<file path="src/rtl/vga_timing_pkg.sv">
// Shared timing types, resolution presets and colour-bar constants for the
// DE10-Nano video timing generator.
package vga_timing_pkg;

    typedef struct packed {
        int disp;
        int fp;
        int pulse;
        int bp;
    } timing_t;

    typedef struct packed {
        timing_t h;
        timing_t v;
    } video_mode_t;

    localparam video_mode_t TIMING_800x480 = '{
        h: '{disp: 800, fp: 40, pulse: 48, bp: 40},
        v: '{disp: 480, fp: 13, pulse: 3,  bp: 29}
    };

    localparam video_mode_t TIMING_640x480 = '{
        h: '{disp: 640, fp: 16, pulse: 96, bp: 48},
        v: '{disp: 480, fp: 10, pulse: 2,  bp: 33}
    };

    localparam logic [23:0] RGB_WHITE   = 24'hFFFFFF;
    localparam logic [23:0] RGB_YELLOW  = 24'hFFFF00;
    localparam logic [23:0] RGB_CYAN    = 24'h00FFFF;
    localparam logic [23:0] RGB_GREEN   = 24'h00FF00;
    localparam logic [23:0] RGB_MAGENTA = 24'hFF00FF;
    localparam logic [23:0] RGB_RED     = 24'hFF0000;
    localparam logic [23:0] RGB_BLUE    = 24'h0000FF;
    localparam logic [23:0] RGB_BLACK   = 24'h000000;

    function automatic int total(input timing_t t);
        return t.disp + t.fp + t.pulse + t.bp;
    endfunction

    function automatic logic [23:0] bar_colour(input logic [2:0] idx);
        logic [23:0] rgb;
        case (idx)
            3'd0:    rgb = RGB_WHITE;
            3'd1:    rgb = RGB_YELLOW;
            3'd2:    rgb = RGB_CYAN;
            3'd3:    rgb = RGB_GREEN;
            3'd4:    rgb = RGB_MAGENTA;
            3'd5:    rgb = RGB_RED;
            3'd6:    rgb = RGB_BLUE;
            default: rgb = RGB_BLACK;
        endcase
        return rgb;
    endfunction

endpackage

</file>
<file path="src/rtl/vga_axis_counter.sv">
// One timing axis (horizontal in pixels or vertical in lines): a wrapping
// position counter with active, sync and terminal-count decodes.
module vga_axis_counter #(
    parameter int DISP  = 800,
    parameter int FP    = 40,
    parameter int PULSE = 48,
    parameter int BP    = 40
) (
    input  logic                                  clk,
    input  logic                                  rst,
    input  logic                                  inc,
    output logic [$clog2(DISP+FP+PULSE+BP)-1:0]   cnt,
    output logic                                  active,
    output logic                                  sync,
    output logic                                  wrap
);

    localparam int TOTAL = DISP + FP + PULSE + BP;
    localparam int W     = $clog2(TOTAL);

    logic [W-1:0] cnt_q, cnt_d;

    // wrap is the terminal count itself, so the top can also use it for look-ahead
    always_comb begin
        wrap   = (cnt_q == W'(TOTAL - 1));
        active = (cnt_q < W'(DISP));
        sync   = (cnt_q >= W'(DISP + FP)) && (cnt_q < W'(DISP + FP + PULSE));
        cnt_d  = cnt_q;
        if (inc) begin
            cnt_d = wrap ? '0 : cnt_q + W'(1);
        end
    end

    always_ff @(posedge clk or posedge rst) begin
        if (rst) begin
            cnt_q <= '0;
        end else begin
            cnt_q <= cnt_d;
        end
    end

    assign cnt = cnt_q;

endmodule

</file>
<file path="src/rtl/vga_timing_gen.sv">
// Parametrised video timing generator with pixel-fetch look-ahead.
// Optional colour-bar test pattern on test_rgb when VGA_TEST_PATTERN_EN is defined.
module vga_timing_gen
    import vga_timing_pkg::*;
#(
    parameter int HDISP     = 800,
    parameter int HFP       = 40,
    parameter int HPULSE    = 48,
    parameter int HBP       = 40,
    parameter int VDISP     = 480,
    parameter int VFP       = 13,
    parameter int VPULSE    = 3,
    parameter int VBP       = 29,
    parameter bit HSYNC_POL = 1'b0,
    parameter bit VSYNC_POL = 1'b0,
    parameter int PREFETCH  = 2
) (
    input  logic                       pixel_clk,
    input  logic                       pixel_rst,
    input  logic                       enable,
    output logic                       video_hs,
    output logic                       video_vs,
    output logic                       video_de,
    output logic [$clog2(HDISP)-1:0]   pix_x,
    output logic [$clog2(VDISP)-1:0]   pix_y,
    output logic                       line_start,
    output logic                       frame_start,
    output logic                       fetch_req,
    output logic [23:0]                test_rgb
);

    localparam timing_t H_TIMING = '{disp: HDISP, fp: HFP, pulse: HPULSE, bp: HBP};
    localparam timing_t V_TIMING = '{disp: VDISP, fp: VFP, pulse: VPULSE, bp: VBP};
    localparam int HTOTAL = total(H_TIMING);
    localparam int VTOTAL = total(V_TIMING);
    localparam int HCW    = $clog2(HTOTAL);
    localparam int VCW    = $clog2(VTOTAL);
    localparam int HSW    = HCW + 1;
    localparam int XW     = $clog2(HDISP);
    localparam int YW     = $clog2(VDISP);

    if (PREFETCH < 0 || PREFETCH > HFP + HPULSE + HBP ||
        HFP == 0 || HPULSE == 0 || HBP == 0 ||
        VFP == 0 || VPULSE == 0 || VBP == 0) begin : g_bad_params
        $error("vga_timing_gen: PREFETCH beyond horizontal blanking or zero porch/pulse");
    end

    logic [HCW-1:0] hcnt;
    logic [VCW-1:0] vcnt;
    logic           h_active, h_sync, h_wrap;
    logic           v_active, v_sync, v_wrap;
    logic           v_inc;

    assign v_inc = enable && h_wrap;

    vga_axis_counter #(
        .DISP(HDISP), .FP(HFP), .PULSE(HPULSE), .BP(HBP)
    ) u_h_counter (
        .clk(pixel_clk), .rst(pixel_rst), .inc(enable),
        .cnt(hcnt), .active(h_active), .sync(h_sync), .wrap(h_wrap)
    );

    vga_axis_counter #(
        .DISP(VDISP), .FP(VFP), .PULSE(VPULSE), .BP(VBP)
    ) u_v_counter (
        .clk(pixel_clk), .rst(pixel_rst), .inc(v_inc),
        .cnt(vcnt), .active(v_active), .sync(v_sync), .wrap(v_wrap)
    );

    // Look-ahead position; PREFETCH never exceeds blanking, so at most one line carry
    logic [HSW-1:0] ahead_sum;
    logic [HCW-1:0] ahead_h;
    logic [VCW-1:0] ahead_v;

    always_comb begin
        ahead_sum = {1'b0, hcnt} + HSW'(PREFETCH);
        ahead_v   = vcnt;
        if (ahead_sum >= HSW'(HTOTAL)) begin
            ahead_sum = ahead_sum - HSW'(HTOTAL);
            ahead_v   = v_wrap ? '0 : vcnt + VCW'(1);
        end
        ahead_h = ahead_sum[HCW-1:0];
    end

    logic          hs_q, hs_d, vs_q, vs_d, de_q, de_d;
    logic          ls_q, ls_d, fs_q, fs_d, fetch_q, fetch_d;
    logic [XW-1:0] pix_x_q, pix_x_d;
    logic [YW-1:0] pix_y_q, pix_y_d;

    always_comb begin
        hs_d    = hs_q;
        vs_d    = vs_q;
        de_d    = de_q;
        ls_d    = ls_q;
        fs_d    = fs_q;
        fetch_d = fetch_q;
        pix_x_d = pix_x_q;
        pix_y_d = pix_y_q;
        if (enable) begin
            de_d    = h_active && v_active;
            hs_d    = h_sync ? HSYNC_POL : ~HSYNC_POL;
            vs_d    = v_sync ? VSYNC_POL : ~VSYNC_POL;
            ls_d    = de_d && (hcnt == '0);
            fs_d    = ls_d && (vcnt == '0);
            fetch_d = (ahead_h < HCW'(HDISP)) && (ahead_v < VCW'(VDISP));
            if (de_d) begin
                pix_x_d = hcnt[XW-1:0];
                pix_y_d = vcnt[YW-1:0];
            end
        end
    end

    always_ff @(posedge pixel_clk or posedge pixel_rst) begin
        if (pixel_rst) begin
            hs_q    <= ~HSYNC_POL;
            vs_q    <= ~VSYNC_POL;
            de_q    <= 1'b0;
            ls_q    <= 1'b0;
            fs_q    <= 1'b0;
            fetch_q <= 1'b0;
            pix_x_q <= '0;
            pix_y_q <= '0;
        end else begin
            hs_q    <= hs_d;
            vs_q    <= vs_d;
            de_q    <= de_d;
            ls_q    <= ls_d;
            fs_q    <= fs_d;
            fetch_q <= fetch_d;
            pix_x_q <= pix_x_d;
            pix_y_q <= pix_y_d;
        end
    end

    assign video_hs    = hs_q;
    assign video_vs    = vs_q;
    assign video_de    = de_q;
    assign line_start  = ls_q;
    assign frame_start = fs_q;
    assign fetch_req   = fetch_q;
    assign pix_x       = pix_x_q;
    assign pix_y       = pix_y_q;

`ifdef VGA_TEST_PATTERN_EN
    localparam int BAR_W = (HDISP / 8 > 0) ? HDISP / 8 : 1;

    logic [23:0]    rgb_q, rgb_d;
    logic [HCW-1:0] bar;
    logic [2:0]     bar_idx;

    // Any remainder columns past the eighth bar stay black
    always_comb begin
        bar     = hcnt / HCW'(BAR_W);
        bar_idx = (bar > HCW'(7)) ? 3'd7 : bar[2:0];
        rgb_d   = rgb_q;
        if (enable) begin
            rgb_d = de_d ? bar_colour(bar_idx) : 24'h000000;
        end
    end

    always_ff @(posedge pixel_clk or posedge pixel_rst) begin
        if (pixel_rst) begin
            rgb_q <= '0;
        end else begin
            rgb_q <= rgb_d;
        end
    end

    assign test_rgb = rgb_q;
`else
    assign test_rgb = 24'h000000;
`endif

endmodule
</file>
<file path="config.mk">
export PLATFORM = sky130hd
export DESIGN_NAME = vga_timing_gen
export DESIGN_NICKNAME = d
export VERILOG_FILES = /design/src/rtl/vga_timing_pkg.sv /design/src/rtl/vga_axis_counter.sv /design/src/rtl/vga_timing_gen.sv
export SDC_FILE = /design/constraint.sdc
export NUM_CORES = 1
export LEC_CHECK = 0
export BUFFER_PORTS_ARGS = -buffer_cell sky130_fd_sc_hd__buf_4
export CORE_ASPECT_RATIO = 0.7
export CORE_MARGIN = 2
export CORE_UTILIZATION = 55
export DETAILED_ROUTE_END_ITERATION = 8
export HOLD_SLACK_MARGIN = 0.08
export PLACE_DENSITY = 0.79
export SYNTH_ARGS = -nofsm -noshare
export SYNTH_HDL_FRONTEND = slang
export SYNTH_HIERARCHICAL = 1
export SYNTH_SLANG_ARGS = --single-unit
</file>
<file path="constraint.sdc">
create_clock -name pixel_clk -period 3 [get_ports pixel_clk]
set_input_delay 0.15 -clock pixel_clk [delete_from_list [all_inputs] [get_ports pixel_clk]]
set_output_delay 0.15 -clock pixel_clk [all_outputs]
set_load 0.05 [all_outputs]
</file>
* After elaboration in Yosys (flattened, before gate mapping) *
Index checks and enable logic that the tools add are counted.

storage, ports and cells
  flip-flop bits (word level) = 45
  latch bits = 0
  memory bits (writable) = 0
  ROM bits = 0
  input bits = 3
  output and inout bits = 49
  logic and storage cells = 41
  memories = 0

operators by class
  $add $sub $neg = 4
  multiply operators = 0
  div/mod/pow operators = 0
  magnitude comparators = 9
  equality and inequality tests = 2
  shift operators = 0
  muxes and demuxes = 6
  bitwise logic cells = 0
  reduce and logical (&&, ||, !) cells = 10

operators with widths
  cell                      count
  $mux W10                  4
  $lt A10 B10 Y1 const B    3
  $lt A10 B9 Y1 const B     3
  $add A10 B1 Y10 const B   2
  $eq A10 B10 Y1 const B    2
  $logic_not A10 Y1         2
  $add A10 B2 Y11 const B   1
  $ge A11 B10 Y1 const B    1
  $ge A10 B10 Y1 const B    1
  $ge A10 B9 Y1 const B     1
  $sub A10 B10 Y10 const B  1
  $logic_and A1 B1 Y1       7
  $mux W1                   2
  $reduce_and A2 Y1         1

* Longest topological paths before layout *
Gate-level depths: netlist of run 1.

  word-level depth = 5
  gate-level depth with buffers = 12
  depth with buffers taken out = 11

* By module *
The synthesis of run 1 kept the hierarchy.

by module, submodules not included
  module                          times used  cells an instance  area an instance (um2)  sequential area each (um2)
  vga_timing_gen                  1           181                1684.1                  628.1
  vga_axis_counter (u_v_counter)  1           57                 600.6                   250.2
  vga_axis_counter (u_h_counter)  1           53                 528.0                   250.2

* Worst setup path after synthesis of run 1 *
Ideal clock, no wire load.

  path type = reg2reg
  start = register u_h_counter.cnt_q[3], in the netlist u_h_counter/cnt[3]
  end = register fetch_q, in the netlist fetch_req
  library setup time = 0.134 ns
  arrival time = 2.030 ns
  data required time = 2.866 ns
  slack = 0.836 ns
  stages on the path, launching flop included = 9
  path buffers = 0
  clock period less this slack = 2.164 ns
  path through = dfrtp_1 -> nand3_1 -> or3_1 -> and2_1 -> ha_1 -> o211ai_1 -> nand3_1 -> a2111oi_2 -> a211oi_2

on the way
  longest elaborated chain between the ends = 5
  elaborated cells between the ends (all ways) = 8
  those cells by class = 2 x add/sub; 3 x order compare; 2 x mux; 1 x reduce/logical

ends and longest elaborated chain
  element                                                    RTL line                                    source
  from (decl)                                                vga_axis_counter.sv:21                      logic [W-1:0] cnt_q, cnt_d;
  from (signal assigned)                                     vga_axis_counter.sv:38                      cnt_q <= cnt_d;
  $add A10 B2 Y11 *                                          vga_timing_gen.sv:76                        ahead_sum = {1'b0, hcnt} + HSW'(PREFETCH);
  $sub A10 B10 Y10 / $ge A11 B10 Y1 (equally long branches)  vga_timing_gen.sv:79, vga_timing_gen.sv:78
  $mux W10                                                   vga_timing_gen.sv:78                        if (ahead_sum >= HSW'(HTOTAL)) begin
  $lt A10 B10 Y1 / $lt A10 B9 Y1 (equally long branches)     vga_timing_gen.sv:105                       fetch_d = (ahead_h < HCW'(HDISP)) && (ahead_v < VCW'(VDISP));
  $logic_and A1 B1 Y1 *                                      vga_timing_gen.sv:105
  to (signal assigned)                                       vga_timing_gen.sv:129                       fetch_q <= fetch_d;
  to (decl)                                                  vga_timing_gen.sv:86                        logic ls_q, ls_d, fs_q, fs_d, fetch_q, fetch_d;

Every way passes the cells marked *; elsewhere a longest branch is shown, timed or not.
A chain may end at the register's enable or synchronous reset.

* Final worst setup path of run 1 *
  start = register u_h_counter.cnt_q[5], in the netlist u_h_counter/cnt[5]
  end = register u_v_counter.cnt_q[9], in the netlist u_v_counter/cnt[9]

on the way
  longest elaborated chain between the ends = 2

ends and longest elaborated chain
  element               RTL line                source
  $eq A10 B10 Y1        vga_axis_counter.sv:25  wrap = (cnt_q == W'(TOTAL - 1));
  via h_wrap            vga_timing_gen.sv:50    logic h_active, h_sync, h_wrap;
  $logic_and A1 B1 Y1   vga_timing_gen.sv:54    assign v_inc = enable && h_wrap;
  via v_inc             vga_timing_gen.sv:52    logic v_inc;
  to (signal assigned)  vga_axis_counter.sv:38
  to (decl)             vga_axis_counter.sv:21

The timed path passes the listed nets, and every way through them passes these cells.

==> impl_metrics.ini, run 1 <==
[critical_path]
cp.required_ps = 3220
path_max_fanout = 13
worst_setup_path_end_kind = flop
reg2reg_slack_ps = 420
cp_slowest_cell = dfrtp_1
worst_setup_path_start_kind = flop
path_class = reg -> reg
crit_arrival_ps = 2800
critPathMaxStageDelay_ps = 550
cp_cell_sequence = or2_4, nor4_4, and2_1, nand4_4, or4_1, a22oi_1

[layout]
num_antenna_cells = 0
syn2layout_area_growth_pct = 10.3
finalInstanceArea_um2 = 3100
fillCellCount = 417
drive_gt1_share_pct = 25.3
final_nets = 329

[global_routing]
antenna_found_initial = 0
grt_pass1_vias = 1926
grt_remaining_overflow = 0
grt_usage_pct = 21.5
grt_pass1_wl_mm = 9.49
grt_start_max_net_pins = 26

[timing]
rsz0062_at_grt = no
max_slew_margin_pct = 35.1
clock_skew_ps = 7.53
setup_viol = 0
tightest_slew_ps = 972
fmax_mhz = 388
tns_ps = 0
slew_viol_final = 0
min_period_ps = 2580
fin_crit_sh_pct = 86.0
hold_violations = 0

[synthesis]
synth_area_leaders = dfrtp_1 (38%), buf_4 (6.9%), mux2_2 (6.8%)
synth_area_um2 = 2810
synth.distinct_cells = 64
yosysWarningCount = 6
ys_seq_elements = 45
async_flop_share_pct = 100
synth_top_area_share_pct = 38.3
synth_edf_count = 0
syn_avg_cell_area_um2 = 9.67
synthFlopType = dfrtp_1
yosysSeqAreaShare_pct = 40.1
yosysTopAreaCell = dfrtp_1
synthCells = 291

[routing]
ant_nets = 0
drt_iter0_markers = 193
via_per_inst = 5.59
drc = 0
finalWirelength_mm = 5.72
dr.pass1.iters = 4
wire_per_inst_um = 14.7
num_vias = 2174

[run]
drv_cap = 0

[hold_path]
worst_hold_path_type = in -> reg

[die]
die_w_um = 89.5
io_pins = 52
rows = 21
start_util_pct = 57.9
die_area_um2 = 5710
core_area_um2 = 4860
die_h_um = 63.8

[run_status]
outcome = finished clean

[cts]
cts_buffer_depth = 2
clk_latency_ps = 300
clk_pin_slew_ps = 90
h-tree-depth = 2
cts-root-buf = clkbuf_8
postCtsSetupBuffers = 0
cts.sinks = 45
cts_tree = yes
cts_buffers = 5

[place]
dpl-instance-area_um2 = 2990
dp_hpwl_mm = 4.27
gp_congestion = 0.905
numPortBuffers = 27

[power]
power.leakage_nw = 1.38
powerDensity_nw_per_um2 = 644
ir_drop_mv = 0.589
==> power by group <==
part / internal (mW) / switching (mW)
registers: 0.691 / 0.121
clock network: 0.213 / 0.212
logic: 0.266 / 0.493
==> final timing paths <==
path | startpoint | to | cells after the start
max | u_h_counter/cnt[5]$_DFFE_PP0P_ | u_v_counter/cnt[9]$_DFFE_PP0P_ | 6
min | enable | video_vs$_DFFE_PP1P_ | 2
max reg2reg | u_h_counter/cnt[5]$_DFFE_PP0P_ | u_v_counter/cnt[9]$_DFFE_PP0P_ | 6
min reg2reg | video_vs$_DFFE_PP1P_ | video_vs$_DFFE_PP1P_ | 2
max in group asynchronous | pixel_rst | pix_x[1]$_DFFE_PP0P_ | 3
min in group asynchronous | pixel_rst | u_h_counter/cnt[9]$_DFFE_PP0P_ | 3
==> registers in the layout, indices dropped and copies added (netlist names) <==
| signal | cells |
|---|---|
| frame_start | 1 |
| pix_y | 9 |
| fetch_req | 1 |
| pix_x | 10 |
| u_v_counter/cnt | 10 |
| video_vs | 1 |
| line_start | 1 |
| video_hs | 1 |
| video_de | 1 |
| u_h_counter/cnt | 10 |
==> placed cells by master, fill, tap and decap left out, drive strengths merged, types with 4 or more instances in the layout <==
cell    Yosys  layout
dfrtp      43      43
buf        33      33
nand2      28      28
conb        1      24
nor2       20      20
inv        18      19
mux2       18      18
nand3      15      15
o21ai      14      14
xnor2      10      10
ha          7       7
clkbuf      3       7
nand4       7       7
nor3        7       7
nor4        7       7
a21oi       6       6
and3        6       6
xor2        5       5
and2        4       4
==> what timing repair did <==
item / 4_1_cts / 5_1_grt
hold buffers: 1 / 0
resized for setup: 0 / 0
endpoints found under the hold margin: 20 / 0
==> critical path: cells and delay by family, from the launching register on <==
| kind | cells | cell delay (ps) |
|---|---|---|
| flops | 1 | 550 |
| compound gates | 1 | 160 |
| simple gates | 5 | 1790 |
==> metrics by stage <==
step | util, % | power (mW) | setup slack (ps) | cells | hold WS, ps
finish | 63.8 | 2.00 | 421 | 389 | 153
global placement | 61.4 | 1.56 | 563 | 380 | 183
floorplan | - | 1.41 | 836 | 314 | -9.82
CTS | 63.8 | 2.00 | 441 | 389 | 146
detailed placement | 61.4 | 1.57 | 483 | 380 | 178
global route | 63.8 | 2.12 | 196 | 389 | 153
==> layout make-up <==
cell class	count	area [um2]	share of cell area, %
well taps	69	86.3	2.78
clock inverters	1	8.76	0.282
flip-flops and latches	45	1130	36.4
multi-input cells	215	1460	47.0
inverters	18	67.6	2.18
clock buffers	7	96.3	3.11
repair buffers	34	258	8.31
==> cell families after synthesis <==
group                      share of synthesized area (%)
muxes                                               8.41
DFF                                                 40.1
xor gates and xnor gates                            4.67
buffers and inverters                               11.2
other                                              0.133
and+or+nand+nor                                     20.5
adders and majority gates                           3.11
AOI/OAI and AO/OA                                   11.9
==> synthesized netlist by cell type (all sizes together), types with 3 or more instances <==
| library cell | n |
|---|---|
| xnor2 | 10 |
| mux2i | 3 |
| clkbuf | 3 |
| nand3 | 15 |
| xor2 | 5 |
| buf | 33 |
| nor4 | 7 |
| o311ai | 3 |
| and2 | 4 |
| nand2 | 28 |
| nor3 | 7 |
| nand4 | 7 |
| a2111oi | 3 |
| o22ai | 3 |
| and3 | 6 |
| nor2 | 20 |
| o21ai | 14 |
| a21oi | 6 |
| inv | 18 |
| dfrtp | 43 |
| mux2 | 18 |
| ha | 7 |
==> routing by layer <==
| metal | vias to the layer above | track usage (%) | wire length [um] |
|---|---|---|---|
| met1 | 1024 | 34.2 | 2890 |
| met5 | - | 0 | 0 |
| met2 | 105 | 29.1 | 2340 |
| met4 | 0 | 5.41 | 63 |
| li1 | 1036 | - | - |
| met3 | 9 | 5.17 | 428 |
Note: power is estimated with default switching activity, not from simulation.
==> run 2: changes to the inputs <==
--- a/config.mk
+++ b/config.mk
@@ -7,3 +7,2 @@
 export LEC_CHECK = 0
-export BUFFER_PORTS_ARGS = -buffer_cell sky130_fd_sc_hd__buf_4
 export CORE_ASPECT_RATIO = 0.7
@@ -12,4 +11,6 @@
 export DETAILED_ROUTE_END_ITERATION = 8
+export DONT_BUFFER_PORTS = 1
 export HOLD_SLACK_MARGIN = 0.08
-export PLACE_DENSITY = 0.79
+export PLACE_DENSITY = 0.7
+export SETUP_SLACK_MARGIN = 0.2
 export SYNTH_ARGS = -nofsm -noshare
==> constraint.sdc (replaced) <==
create_clock -name pixel_clk -period 3 [get_ports pixel_clk]
set_input_delay 0.3 -clock pixel_clk [delete_from_list [all_inputs] [get_ports pixel_clk]]
set_output_delay 0.3 -clock pixel_clk [all_outputs]
set_load 0.05 [all_outputs]
==> impl_metrics.ini, run 2 (same netlist as run 1, synthesis figures left out) <==
[routing]
routed.top_layer = met4
num_vias = 2083
dr.pass1.iters = 4
wire_per_inst_um = 16.1
drt_iter0_markers = 124
finalWirelength_mm = 5.91
via_per_inst = 5.69
ant_nets = 0
drc = 0
routed-wl-met2_mm = 2.34
dr_wl_met3_um = 663
wl_met1_mm = 2.87

[global_routing]
grt_pass1_wl_mm = 9.67
grt_remaining_overflow = 0
antenna_found_initial = 0
grt_usage_pct = 22.3
grt_pass1_vias = 1921
grt_start_max_net_pins = 26

[critical_path]
reg2reg_slack_ps = 420
path_max_fanout = 14
cp.required_ps = 3220
critPathLaunch = u_h_counter/cnt[6]$_DFFE_PP0P_
crit_family = simple AND/OR/NAND/NOR gates
worst_setup_path_start_kind = flop
cp_cell_sequence = or2_4, nor4_4, and2_1, nand4_4, or4_1, a22oi_1
worst_setup_path_end_kind = flop
reg2reg_from = u_h_counter/cnt[6]$_DFFE_PP0P_
path_class = reg -> reg
path_buf_inv = 0
crit_arrival_ps = 2810
cp_slowest_cell = dfrtp_1
critPathMaxStageDelay_ps = 570

[timing]
min_period_ps = 2580
fmax_mhz = 387
hold_ws_ps = 101
max_slew_margin_pct = 34.4
setup_viol = 0
slew_viol_final = 0
fin_crit_sh_pct = 86.1
rsz0062_at_grt = no
setup_slack_ps = 416
tightest_slew_ps = 983
hold_violations = 0
clock_skew_ps = 9.04
tns_ps = 0

[layout]
syn2layout_area_growth_pct = 3.78
drive_gt1_share_pct = 18.9
final_util_pct = 60.1
final_nets = 306
final_common_cell = dfrtp_1
layoutNonFillerInstCount = 366
layout_common_cells = dfrtp_1 (43), nand2_1 (26), conb_1 (24)
num_antenna_cells = 0
finalInstanceArea_um2 = 2920

[cts]
cts_tree = yes
clk_pin_slew_ps = 100
cts_hold_buffers = 2
cts.repair.resized = 0
h-tree-depth = 2
cts-root-buf = clkbuf_8
cts_buffer_depth = 2
postCtsSetupBuffers = 0
cts_buffers = 5
cts.sinks = 45
clk_latency_ps = 310

[power]
power_mw = 1.92
powerDensity_nw_per_um2 = 659
netSwitchingPower_uw = 841
ir_drop_mv = 0.603
clkPwrFrac_pct = 20.6
switching_share_pct = 43.7
p_int_mw = 1.08
seq_power_share_pct = 49.3
power.leakage_nw = 1.25
comb_power_share_pct = 30.1

[place]
place_ws_ps = 484
numPortBuffers = 0
place_inst = 355
gp_congestion = 0.859
dp_hpwl_mm = 4.19
dpl-instance-area_um2 = 2800

[die]
die_h_um = 63.8
start_util_pct = 57.9
die_w_um = 89.5
io_pins = 52
rows = 21
die_area_um2 = 5710
core_area_um2 = 4860

[run]
drv_cap = 0

[hold_path]
worst_hold_path_type = in -> async

[run_status]
outcome = finished clean
[run 2: cell count changes in the layout (fill, tap and decap cells not counted)]
cell / before / now
clkinv_2: 0 / 1
buf_4: 33 / 8
clkinvlp_4: 0 / 1
clkbuf_8: 7 / 5
dlygate4sd3_1: 1 / 3
[run 2: cell type report]
cell class | count | area, um2
repair buffers | 11 | 90.1
clock inverters | 3 | 21.3
clock buffers | 5 | 68.8
inverters | 18 | 67.6
multi-input cells | 215 | 1460
well taps | 69 | 86.3
fillers | 421 | 1940
flip-flops and latches | 45 | 1130
[run 2: final timing paths]
check	to	cells past startpoint
worst min register to register	video_vs$_DFFE_PP1P_	2
worst min-delay path	pix_x[0]$_DFFE_PP0P_	1
min in group pixel_clk	frame_start$_DFFE_PP0P_	1
worst max register to register	u_v_counter/cnt[9]$_DFFE_PP0P_	6
max in group asynchronous	u_v_counter/cnt[0]$_DFFE_PP0P_	2
worst max-delay path	u_v_counter/cnt[9]$_DFFE_PP0P_	6
[run 2: worst reg2reg max path, delay by kind of cell (launching register included)]
kind	cells	cell delay, ps
AND/OR/NAND/NOR	5	1780
flip-flops	1	570
AO/OA/AOI/OAI	1	160
[run 2: power by group through the flow]
stage	sequential (mW)	clock [mW]	combinational (mW)
after detailed placement	0.958	0	0.560
after CTS	0.947	0.404	0.570
after global routing	0.967	0.427	0.635
after floorplan	0.956	0	0.455
final	0.948	0.396	0.580
after global placement	0.956	0	0.558
[run 2: per-layer routing]
layer,vias to the layer above,global-route usage (%)
li1,984,-
met2,103,29.9
met5,-,0
met3,8,10.5
met4,0,5.41
met1,988,32.3
==> run 3: changes to the inputs <==
CORE_MARGIN = 5   (was 2)
==> impl_metrics.ini, run 3 (same netlist as run 1, synthesis figures left out) <==
[cts]
cts-root-buf = clkbuf_8
h-tree-depth = 2
clk_latency_ps = 300
cts_buffer_depth = 2
cts_tree = yes
cts.sinks = 45
postCtsSetupBuffers = 0
cts_buffers = 5
clk_pin_slew_ps = 90

[place]
dpl-instance-area_um2 = 2790
gp_congestion = 0.895
numPortBuffers = 0
dp_hpwl_mm = 4.32

[layout]
final_nets = 304
finalInstanceArea_um2 = 2900
syn2layout_area_growth_pct = 3.02
layout_common_cells = dfrtp_1 (43), nand2_1 (26), conb_1 (24)
drive_gt1_share_pct = 18.3
num_antenna_cells = 0
final_common_cell = dfrtp_1

[die]
io_pins = 52
die_w_um = 95.5
die_area_um2 = 6670
rows = 21
core_area_um2 = 4860
start_util_pct = 57.9
die_h_um = 69.8

[timing]
hold_violations = 0
rsz0062_at_grt = no
tns_ps = 0
min_period_ps = 2530
setup_viol = 0
fin_crit_sh_pct = 84.3
hold_ws_ps = 105
fmax_mhz = 396
clock_skew_ps = 8.61
slew_viol_final = 0
tightest_slew_ps = 986
max_slew_margin_pct = 34.2

[critical_path]
path_class = reg -> reg
cp.required_ps = 3230
worst_setup_path_start_kind = flop
path_max_fanout = 14
crit_arrival_ps = 2750
worst_setup_path_end_kind = flop

[routing]
finalWirelength_mm = 5.87
ant_nets = 0
drt_iter0_markers = 164
drc = 0
via_per_inst = 5.63
dr.pass1.iters = 4
wire_per_inst_um = 16.1
num_vias = 2051

[global_routing]
antenna_found_initial = 0
grt_pass1_wl_mm = 9.89
grt_remaining_overflow = 0
grt_usage_pct = 18.8
grt_pass1_vias = 1930
grt_start_max_net_pins = 26

[power]
powerDensity_nw_per_um2 = 651
power.leakage_nw = 1.25
ir_drop_mv = 0.617

[hold_path]
worst_hold_path_type = in -> async

[run]
drv_cap = 0

[run_status]
outcome = finished clean
## run 3: timing repair
action,in CTS,in global routing
gates resized for setup,0,0
hold endpoints to repair,22,0
hold buffers,2,0
## run 3: critical path, cell delays in order, from the launching register on
cell and delay, ps:
dfrtp_1 550, or2_4 320, nor4_4 320, and2_1 410, nand4_4 170, or4_1 520
a22oi_1 160
## run 3: final timing paths
check	start	endpoint	slack, ps	depth (start not counted)
min reg2reg	video_hs$_DFFE_PP1P_	video_hs$_DFFE_PP1P_	620	2
min in group pixel_clk	enable	line_start$_DFFE_PP0P_	110	1
max	u_h_counter/cnt[6]$_DFFE_PP0P_	u_v_counter/cnt[9]$_DFFE_PP0P_	470	6
max reg2reg	u_h_counter/cnt[6]$_DFFE_PP0P_	u_v_counter/cnt[9]$_DFFE_PP0P_	470	6
max in group asynchronous	pixel_rst	u_v_counter/cnt[1]$_DFFE_PP0P_	2250	2
min	pixel_rst	pix_y[8]$_DFFE_PP0P_	110	1
## run 3: cell type report
cell class,instances,area (um2)
flip-flops and latches,45,1130
clock buffers,6,72.6
inverters,18,67.6
multi-input cells,215,1460
clock inverters,2,13.8
well taps,69,86.3
fillers,415,1960
repair buffers,9,72.6
## run 3: where the power goes
group	internal, mW	leakage [nW]	switching, mW
registers	0.688	0.543	0.280
logic	0.217	0.657	0.322
clock network	0.166	0.0456	0.214
total	1.07	1.25	0.816
## run 3: stage by stage
step	cells	util [%]	setup WS [ps]	power, mW
floorplan	314	-	836	1.41
global placement	354	57.4	540	1.50
CTS	364	59.6	465	1.90
finish	364	59.6	472	1.89
detailed placement	354	57.4	492	1.51
global route	364	59.6	286	2.01
## run 3: metal layers
layer	global-route usage (%)	up-vias	part of all wire, %
met5	0	-	0
met2	25.2	85	40
li1	-	984	-
met4	4.73	0	0.90
met3	5.53	6	11
met1	29.2	976	48
